--- src/rtl/microseq_ctrl.sv ---
// -----------------------------------------------------------------------------
// microseq_ctrl
//   Microprogram sequencer for the control unit. It holds the microprogram
//   counter (uPC), drives it onto the control-store address, and decodes the
//   sequencer fields of the fetched microword to pick the next microaddress:
//   increment, jump, conditional jump, IR dispatch, call, return, conditional
//   return, or fetch. Calls and returns use a small LIFO microstack.
//   The whole microword is registered as the control word for the datapath.
//
// Microword layout (CW_W bits):
//   [CW_W-1:CW_W-3] NS   next-address mode
//   [CW_W-4]        INV  invert the selected condition
//   [CW_W-5:CW_W-7] CS   condition select into cond_in
//   [AW-1:0]        CR   branch / call target
//
// Ports:
//   clk        in   1     system clock, rising edge
//   reset      in   1     asynchronous active-high reset
//   rom_addr   out  AW    control store address (the uPC register)
//   rom_data   in   CW_W  microword at rom_addr (combinational store)
//   disp_addr  in   AW    dispatch target from the instruction decoder
//   cond_in    in   8     condition inputs, one selected by CS
//   stall      in   1     hold the sequencer; inserts a NOP control word
//   cw_out     out  CW_W  registered control word for the datapath
//   upc_out    out  AW    current uPC (debug)
//   stk_err    out  1     sticky microstack overflow/underflow flag
// -----------------------------------------------------------------------------
module microseq_ctrl #(
  parameter int CW_W       = 64,
  parameter int AW         = 8,
  parameter int STK_D      = 4,
  parameter int RESET_ADDR = 0,
  parameter int FETCH_ADDR = 1
) (
  input  logic            clk,
  input  logic            reset,
  output logic [AW-1:0]   rom_addr,
  input  logic [CW_W-1:0] rom_data,
  input  logic [AW-1:0]   disp_addr,
  input  logic [7:0]      cond_in,
  input  logic            stall,
  output logic [CW_W-1:0] cw_out,
  output logic [AW-1:0]   upc_out,
  output logic            stk_err
);

  // Next-address modes (NS field)
  localparam logic [2:0] NS_INC   = 3'd0;
  localparam logic [2:0] NS_JMP   = 3'd1;
  localparam logic [2:0] NS_CJMP  = 3'd2;
  localparam logic [2:0] NS_DISP  = 3'd3;
  localparam logic [2:0] NS_CALL  = 3'd4;
  localparam logic [2:0] NS_RET   = 3'd5;
  localparam logic [2:0] NS_CRET  = 3'd6;
  localparam logic [2:0] NS_FETCH = 3'd7;

  // Stack pointer must be able to count 0..STK_D inclusive.
  localparam int SPW = $clog2(STK_D + 1);

  localparam logic [AW-1:0]  RST_A   = AW'(RESET_ADDR);
  localparam logic [AW-1:0]  FETCH_A = AW'(FETCH_ADDR);
  localparam logic [AW-1:0]  A_ONE   = AW'(1);
  localparam logic [SPW-1:0] SP_ZERO = SPW'(0);
  localparam logic [SPW-1:0] SP_ONE  = SPW'(1);
  localparam logic [SPW-1:0] SP_FULL = SPW'(STK_D);

  // State
  logic [AW-1:0]   upc_r;
  logic [CW_W-1:0] cw_r;
  logic [SPW-1:0]  sp_r;
  logic            stk_err_r;
  // Stack is kept as a shift register: entry 0 is always the top, so no
  // pointer-indexed access is needed.
  logic [AW-1:0]   stack_r [STK_D];

  // Decoded fields and next-state controls
  logic [2:0]    ns_s;
  logic          inv_s;
  logic [2:0]    cs_s;
  logic [AW-1:0] cr_s;
  logic          cond_s;
  logic [AW-1:0] inc_s;
  logic [AW-1:0] next_upc_s;
  logic          push_s;
  logic          pop_s;
  logic          err_set_s;

  assign ns_s   = rom_data[CW_W-1 -: 3];
  assign inv_s  = rom_data[CW_W-4];
  assign cs_s   = rom_data[CW_W-5 -: 3];
  assign cr_s   = rom_data[AW-1:0];
  assign cond_s = cond_in[cs_s] ^ inv_s;
  // Natural AW-bit wrap from all-ones back to zero.
  assign inc_s  = upc_r + A_ONE;

  // Next microaddress selection and stack push/pop/error requests
  always_comb begin
    next_upc_s = inc_s;
    push_s     = 1'b0;
    pop_s      = 1'b0;
    err_set_s  = 1'b0;
    case (ns_s)
      NS_INC: begin
        next_upc_s = inc_s;
      end
      NS_JMP: begin
        next_upc_s = cr_s;
      end
      NS_CJMP: begin
        if (cond_s) begin
          next_upc_s = cr_s;
        end else begin
          next_upc_s = inc_s;
        end
      end
      NS_DISP: begin
        next_upc_s = disp_addr;
      end
      NS_CALL: begin
        // The jump is taken even when the return address cannot be saved.
        next_upc_s = cr_s;
        if (sp_r != SP_FULL) begin
          push_s = 1'b1;
        end else begin
          err_set_s = 1'b1;
        end
      end
      NS_RET: begin
        if (sp_r != SP_ZERO) begin
          next_upc_s = stack_r[0];
          pop_s      = 1'b1;
        end else begin
          next_upc_s = FETCH_A;
          err_set_s  = 1'b1;
        end
      end
      NS_CRET: begin
        if (!cond_s) begin
          next_upc_s = inc_s;
        end else if (sp_r != SP_ZERO) begin
          next_upc_s = stack_r[0];
          pop_s      = 1'b1;
        end else begin
          next_upc_s = FETCH_A;
          err_set_s  = 1'b1;
        end
      end
      NS_FETCH: begin
        next_upc_s = FETCH_A;
      end
      default: begin
        next_upc_s = inc_s;
      end
    endcase
  end

  // uPC, control word pipeline register, stack pointer and sticky error
  always_ff @(posedge clk or posedge reset) begin
    if (reset) begin
      upc_r     <= RST_A;
      cw_r      <= '0;
      sp_r      <= SP_ZERO;
      stk_err_r <= 1'b0;
    end else if (stall) begin
      // Bubble: datapath sees an all-zero (no side effect) control word.
      cw_r <= '0;
    end else begin
      upc_r <= next_upc_s;
      cw_r  <= rom_data;
      if (push_s) begin
        sp_r <= sp_r + SP_ONE;
      end else if (pop_s) begin
        sp_r <= sp_r - SP_ONE;
      end
      if (err_set_s) begin
        stk_err_r <= 1'b1;
      end
    end
  end

  // Microstack storage: push shifts down, pop shifts up
  always_ff @(posedge clk or posedge reset) begin
    if (reset) begin
      for (int i = 0; i < STK_D; i++) begin
        stack_r[i] <= '0;
      end
    end else if (!stall && push_s) begin
      for (int i = STK_D - 1; i > 0; i--) begin
        stack_r[i] <= stack_r[i-1];
      end
      stack_r[0] <= inc_s;
    end else if (!stall && pop_s) begin
      for (int i = 0; i < STK_D - 1; i++) begin
        stack_r[i] <= stack_r[i+1];
      end
    end
  end

  assign rom_addr = upc_r;
  assign upc_out  = upc_r;
  assign cw_out   = cw_r;
  assign stk_err  = stk_err_r;

endmodule

--- config.mk ---
export PLATFORM = sky130hd
export DESIGN_NAME = microseq_ctrl
export DESIGN_NICKNAME = d
export VERILOG_FILES = /design/src/rtl/microseq_ctrl.sv
export SDC_FILE = /design/constraint.sdc
export NUM_CORES = 1
export LEC_CHECK = 0
export CAP_MARGIN = 30
export CELL_PAD_IN_SITES_DETAIL_PLACEMENT = 0
export CELL_PAD_IN_SITES_GLOBAL_PLACEMENT = 1
export CORE_ASPECT_RATIO = 1.2
export CORE_MARGIN = 2
export CORE_UTILIZATION = 30
export CTS_CLUSTER_SIZE = 8
export DETAILED_ROUTE_END_ITERATION = 16
export HOLD_SLACK_MARGIN = 0.12
export PLACE_DENSITY_LB_ADDON = 0.1
export REMOVE_ABC_BUFFERS = 1
export SLEW_MARGIN = 10
export SYNTH_ARGS = -nofsm -noshare
export SYNTH_HDL_FRONTEND = slang
export SYNTH_SLANG_ARGS = --single-unit
--- constraint.sdc ---
create_clock -name clk -period 6.19 [get_ports clk]
set_input_delay 1.238 -clock clk [delete_from_list [all_inputs] [get_ports clk]]
set_output_delay 1.238 -clock clk [all_outputs]
set_load 0.02 [all_outputs]
# --- Yosys cells after proc, flatten, opt, wreduce, memory -nomap -nowiden ---
# Cells that the tools add are included.
# W data, S select, Z words.
totals:
  output_inout_bits: 81
  input_bits: 83
  reg_bits: 108
classes:
  magnitude_cmp: 1
  n_mux: 20
  n_eq_ne: 8
  bitwise: 2
  n_reduce_logical: 10
  n_addsub: 3
ops:
  columns: ["operator", "n"]
  rows:
  - ["$mux W64", 1]
  - ["$pmux W8 S7", 1]
  - ["$mux W24", 2]
  - ["$mux W8", 3]
  - ["$eq A3 B3 Y1 const B", 4]
  - ["$add A8 B1 Y8 const B", 1]
  - ["$mux W1", 8]
  - ["$eq A3 B2 Y1 const B", 2]
  - ["$mux W3", 2]
  - ["$lt A3 B4 Y1 const B", 1]
  - ["$reduce_and A2 Y1", 2]
  - ["$reduce_bool A2 Y1", 2]
  - ["$add A3 B1 Y3 const B", 1]
  - ["$bmux W1 S3", 1]
  - ["$eq A3 B1 Y1 const B", 1]
  - ["$logic_not A3 Y1", 1]
  - ["$ne A3 B3 Y1 const B", 1]
  - ["$pmux W1 S3", 1]
  - ["$reduce_bool A3 Y1", 1]
  - ["$sub A3 B1 Y3 const B", 1]
  - ["$logic_and A1 B1 Y1", 2]
  - ["$pmux W1 S2", 1]
  - ["$reduce_or A2 Y1", 1]
  - ["$logic_not A1 Y1", 1]
  - ["2 further kinds", 2]

# --- Depth between registers and ports, before layout ---
# Gate-level depths: netlist of the first run.
logic_depth:
  depth_word: 8
  depth_mapped: 9
  mapped_depth_nobuf: 7

# --- Least setup slack after synthesis of the first run ---
# OpenSTA, ideal clock, no wires.
synth_timing:
  kind: "input-to-reg"
  startpoint: "in rom_data[59]"
  endpoint: "reg sp_r[1]"
  setup_time_ns: 0.125
  path_stages: 8
  arrival_ns: 2.926
  path_slack_ns: 3.140
  path_buffers: 2
  required_time_ns: 6.065
  cell_sequence: "buf_6 -> mux2_4 -> a2bb2oi_2 -> and2_4 -> buf_6 -> o31ai_4 -> or2_1 -> mux2_2"
synth_via:
  elab_chain_len: 7
synth_lines:
  columns: ["item", "line", "text"]
  rows:
  - ["from (decl)", "38", "input logic [CW_W-1:0] rom_data,"]
  - ["$bmux W1 S3", "92", "assign cond_s = cond_in[cs_s] ^ inv_s;"]
  - ["$mux W1 (implied by the code)", "92", null]
  - ["$xor A1 B1 Y1", "92", null]
  - ["$mux W1", "138", "if (!cond_s) begin"]
  - ["$pmux W1 S2", "102", "case (ns_s)"]
  - ["$reduce_bool A2 Y1 (no line)", null, null]
  - ["$reduce_and A2 Y1 (no line)", null, null]
  - ["to (signal assigned)", "171", "sp_r <= sp_r + SP_ONE;"]
  - ["to (signal assigned)", "173", "sp_r <= sp_r - SP_ONE;"]
  - ["to (decl)", "70", "logic [SPW-1:0] sp_r;"]
# Every way passes these cells. The select of a mux whose other input is x is not followed.
# A chain may end at the register's enable or synchronous reset.

# --- Final worst setup path of the first run ---
layout_timing:
  startpoint: "in rom_data[63]"
  endpoint: "reg stack_r[24] (netlist bit)"
layout_via:
  elab_chain_len: 4
layout_lines:
  columns: ["item", "line", "text"]
  rows:
  - ["$eq A3 B3 Y1", "102", null]
  - ["$pmux W1 S2 / $mux W1 (equally long branches)", "102", null]
  - ["$logic_and A1 B1 Y1 (on tied branches)", "192, 187", null]
  - ["$reduce_bool A2 Y1 (no line) / $mux W24 (equally long branches)", null, null]
  - ["to (signal, indexed assignment)", "189", "stack_r[i] <= stack_r[i-1];"]
  - ["to (signal, indexed assignment)", "194", "stack_r[i] <= stack_r[i+1];"]
  - ["to (decl)", "74", "logic [AW-1:0] stack_r [STK_D];"]
# Several ways; a longest one is shown, not always the timed one.

==> results of run 1 <==
==> path summary, 6_finish.rpt <==
path                              start          end  slack, ns  cells past startpoint
setup reg to reg                sp_r[2]  stack_r[24]       3.72                      5
max in group asynchronous         reset   cw_out[63]       3.82                      4
setup / recovery           rom_data[63]  stack_r[24]       2.54                      7
hold / removal               stack_r[6]   stack_r[6]       0.50                      2
hold reg to reg              stack_r[6]   stack_r[6]       0.50                      2
min in group asynchronous         reset  rom_addr[5]       1.26                      2
==> final cells by class <==
cell class              instances  area, um2  share of cell area
clock buffers                  10      239.0             0.03118
clock inverters                 6      52.55            0.006856
inverters                      18      70.07            0.009141
multi-input cells             419       2569              0.3351
flip-flops and latches        108       2703              0.3526
well taps                     224      280.3             0.03657
repair buffers                174       1752              0.2285
==> routing by layer <==
layer  wire length (um)  share of wire  GRT usage
met1               7849           0.45     0.2514
met2               8299           0.48     0.2862
met3               1084          0.062    0.02540
met4                195          0.011    0.04503
met5                 11        0.00063          0
==> power breakdown <==
part / total [mW] / switching, mW / internal [mW]
Sequential: 1.04 / 0.187 / 0.858
Clock: 0.577 / 0.285 / 0.292
Combinational: 0.747 / 0.378 / 0.369
Total: 2.37 / 0.849 / 1.52
==> cells by family (layout without fill, tap and decap cells) <==
| family | count (synthesis) | after routing |
|---|---|---|
| flops | 108 | 108 |
| buf+inv | 71 | 208 |
| simple gates | 229 | 229 |
| xor+xnor | 12 | 12 |
| fa+ha+maj | 3 | 3 |
| mux | 15 | 15 |
| compound gates | 160 | 160 |
==> stage by stage <==
step / setup slack [ns] / power [mW] / hold slack, ns / instance area [um2]
detailed placement: 2.180 / 1.803 / 0.4870 / 7346
finish: 2.541 / 2.368 / 0.5043 / 7665
global placement: 1.922 / 1.776 / 0.4746 / 7303
floorplan: 2.106 / 1.467 / 0.4682 / 5325
CTS: 2.542 / 2.392 / 0.5060 / 7637
global route: 2.408 / 2.521 / 0.5373 / 7665
==> state kept, by name, summed over array words and instances, names as in the netlist <==
register and flops:
cw_out 64, stk_err 1, stack_r 32, sp_r 3, rom_addr 8
==> critical path, stage by stage <==
cell,delay [ns]
clkdlybuf4s50_1,0.46
buf_4,0.23
inv_2,0.16
nor3_4,0.60
nand2_1,0.68
o221ai_1,0.37
a22oi_1,0.11
==> layout by cell type, fill, tap and decap left out, types with 9 or more instances in the layout <==
cell type,synthesis,layout
mux2i_1,9,9
a21oi_1,35,35
nand2_1,86,86
clkbuf_16,0,9
a22oi_1,28,28
nor2_1,46,45
clkdlybuf4s50_1,0,161
o21ai_0,34,34
nor2b_1,61,61
nor3_1,10,9
nand2b_1,11,11
inv_1,17,16
dfrtp_1,108,108
o221ai_1,21,21
==> metrics, run 1 <==
outcome completed; Post-DP HPWL 11800 um; Finished Core Util 0.4202; placed insts 942; DR WL/cell 18.19 um; Final Hold Vio Count 0; CP Launch Type primary input; vias 4908; grt total ovfl 0; clk_lat worst skew 0.35 ns; io pins 164; fin cells 959; slew margin rel. 0.4363; clk sinks 108; Vias/cell 5.118; CTS buffer count 9; endpoints failing setup 0; Ant. Diodes 0; number of fill cells in the layout 1808; crit path max fanout 21; first drt pass iteration count 5; synth cell count leaders dfrtp_1 (108), nand2_1 (86), nor2b_1 (61); Synth Register Bits 108; Post-CTS Setup Bufs 0; fmax 274.1 MHz; crit path time final 3.649 ns; fin crit share 0.5894; Post-Synth XOR/XNOR Area 0.02551; Avg Cell Area, Syn 9.351 um2; Synth async-reset ratio 1.000; Max Cap Violations 0; Clock Tree Root clkbuf_16; die area 19750 um2; Clock Path Buffers 2; Area Growth Syn to Fin 37.08%; antenna-violating nets left 0; DRC 0; largest net degree at the start of global routing 90; critical path data arrival time 3.86 ns; CTS resizes 0; sequential fraction of the synthesis area 0.4833; clock-pin slew on the worst setup and hold paths 0.08 ns; Min-Delay Path Class flop to flop; all-layer global routing usage 0.1776; layout cell share with drive strength beyond 1 0.06531; Die Span X 128.6 um; Synth Warn # 0; mux cell area share after synthesis 0.02887; Post-Route WL 17440 um; number of synthesized flops with an enable pin 0; setup_tns 0 ns; htree depth 3; critical path data required time 6.40 ns; share of the synthesized area in the top cell type 0.4833; IO buf count 163; worst-margin pin slew 0.8456 ns; Starting Density 0.3065; Max Slew Vio Count 0; die height 153.6 um; Post-Synth Adder-Cell Area 0.007608; initial antenna violation count 1; cell area after synthesis 5592 um2; Compound-Gate Fraction of Synth Area 0.1996; main combinational cell family by area after synthesis compound AO/OA/AOI/OAI gates; routability cong. 0.8261; VDD IR max 145.1 uV; Leakage 3.188 nW; Crit. End Element flop; Net count, final 815; cell with the most instances after synthesis dfrtp_1; clk_skew 0.005678 ns; Post-CTS Hold Fix Bufs 0; post-synthesis cell count 598; Iter 0 DRT Violations 321; CTS tree yes; Cell Pwr Density 309.0 nW/um2; RSZ-0062 raised after global routing false; top post-synthesis cells by area dfrtp_1 (48%), nor2b_1 (6.8%), nand2_1 (5.8%); vias in the first global route 4796; core area 18240 um2; first-pass GRT wire length 27610 um; Crit Path Category primary input to flop; Most used DFF post-synth dfrtp_1; Synth cell types 57; simple-gate share of the synthesized area 0.1953; Synth area leader dfrtp_1; FP Rows 54
No activity file was read; power rests on OpenSTA's default activity.
==> inputs of run 2 (changes only) <==
clock period = 3.2 ns   (was 6.19 ns; I/O delays follow)
==> metrics, run 2 (synthesized netlist as in run 1, its figures left out) <==
outcome completed (unchanged); Sequential Power Share 0.440 (was 0.441); worst hold slack 0.5022 ns (was 0.5043 ns); die area 19750 um2 (unchanged); Crit. End Element flop (unchanged); io pins 164 (unchanged); Clock Path Buffers 2 (unchanged); Iter 0 DRT Violations 348 (was 321); Int Pwr 2.944 mW (was 1.519 mW); critical path data required time 3.42 ns (was 6.40 ns); initial antenna violation count 0 (was 1); CP Launch Type primary input (unchanged); Post-CTS Setup Bufs 0 (unchanged); endpoints failing setup 0 (unchanged); grt total ovfl 0 (unchanged); setup_tns 0 ns (unchanged); clk_lat worst skew 0.35 ns (about the same); slew margin rel. 0.4468 (was 0.4363); max reg flops 64 (unchanged); RSZ-0062 raised after global routing false (unchanged); worst-margin pin slew 0.8278 ns (was 0.8456 ns); routability cong. 0.8641 (was 0.8261); placed insts 960 (was 942); Starting Density 0.3065 (unchanged); DR WL/cell 18.11 um (was 18.19 um); largest net degree at the start of global routing 44 (was 90); vias in the first global route 4883 (was 4796); crit path max fanout 25 (was 21); CTS buffer count 9 (unchanged); Ant. Diodes 0 (unchanged); critical path data arrival time 2.90 ns (was 3.86 ns); Max Slew Vio Count 0 (unchanged); number of fill cells in the layout 1757 (was 1808); Crit Path Category primary input to flop (unchanged); CTS resizes 0 (unchanged); die height 153.6 um (unchanged); first-pass GRT wire length 27900 um (was 27610 um); clock-pin slew on the worst setup and hold paths 0.08 ns (about the same); VDD IR max 274.6 uV (was 145.1 uV); commonest cells after routing, fill and taps aside clkdlybuf4s50_1 (161), dfrtp_1 (108), nand2_1 (86), nor2b_1 (61), nor2_1 (45) (unchanged); clk_skew 0.005852 ns (was 0.005678 ns); Cell Pwr Density 590.8 nW/um2 (was 309.0 nW/um2); CTS tree yes (unchanged); Clk pwr share 0.237 (was 0.244); fin crit share 0.8365; Clock Tree Root clkbuf_16 (unchanged); Net count, final 832 (was 815); FP Rows 54 (unchanged); most common cell after layout, fill and taps aside clkdlybuf4s50_1 (unchanged); all-layer global routing usage 0.1796 (was 0.1776); antenna-violating nets left 0 (unchanged); Final Hold Vio Count 0 (unchanged); first drt pass iteration count 5 (unchanged); core area 18240 um2 (unchanged); Post-Route WL 17650 um (was 17440 um); fmax 373.6 MHz; switching share of power 0.3590 (was 0.3585); Vias/cell 5.157 (was 5.118); Max Cap Violations 0 (unchanged); Area Growth Syn to Fin 39.07% (was 37.08%); Die Span X 128.6 um (unchanged); Min-Delay Path Class flop to flop (unchanged); layout cell share with drive strength beyond 1 0.08522 (was 0.06531); footprint of the multi-input gates 2562 um2 (was 2569 um2); vias 5028 (was 4908); Post-CTS Hold Fix Bufs 0 (unchanged); DRC 0 (unchanged); crit path time final 2.677 ns; Post-DP HPWL 12320 um (was 11800 um); fin cells 975 (was 959); htree depth 3 (unchanged); Logic pwr share 0.323 (was 0.315); IO buf count 163 (unchanged); net switching power 1.649 mW (was 0.8490 mW); storage element area 2703 um2 (unchanged); Leakage 3.262 nW (was 3.188 nW); Finished Core Util 0.4263 (was 0.4202); clk sinks 108 (unchanged)
-- run 2: critical path, cell delays in order --
cell             delay [ns]
clkdlybuf4s50_1        0.60
inv_2                  0.16
nor3_2                 0.25
buf_12                 0.22
nand2_1                0.51
o221ai_1               0.39
a21oi_1                0.12
-- run 2: area by class of cell --
class	count	area share
sequential	108	0.3475
multi-input combinational	419	0.3295
timing repair buffer	191	0.2420
clock buffer	9	0.02896
clock inverter	6	0.006919
tap	224	0.03604
inverter	18	0.009010
-- run 2: power groups by stage --
stage               sequential, mW  combinational [mW]  clock, mW
floorplan                     2.07               0.771          0
global placement              2.02                1.46          0
detailed placement            2.04                1.49          0
CTS                           2.01                1.50       1.13
global route                  2.07                1.65       1.19
finish                        2.02                1.49       1.09
-- run 2: final timing paths --
kind	slack [ns]	cells after the start	to	from
min in group asynchronous	0.71	2	sp_r[1]	reset
max in group asynchronous	1.74	3	cw_out[9]	reset
min	0.50	2	stack_r[7]	stack_r[7]
max reg2reg	0.93	6	rom_addr[7]	sp_r[0]
max	0.52	7	stack_r[15]	rom_data[63]
min reg2reg	0.50	2	stack_r[7]	stack_r[7]
-- run 2: through the flow --
stage / cell area (um2) / worst slack (ns) / power (mW)
floorplan: 5325 / -0.2856 / 2.838
detailed placement: 7497 / 0.1743 / 3.528
global route: 7776 / 0.4014 / 4.907
global placement: 7497 / 0.1923 / 3.485
CTS: 7776 / 0.5384 / 4.640
finish: 7776 / 0.5232 / 4.594
-- run 2: layer usage --
layer  track usage  up-vias  wire [um]
met5             0        -          0
met4       0.05435        0        225
met3       0.02610       14       1134
met2        0.2888      218       8389
met1        0.2508     2421       7905
li1              -     2375          -
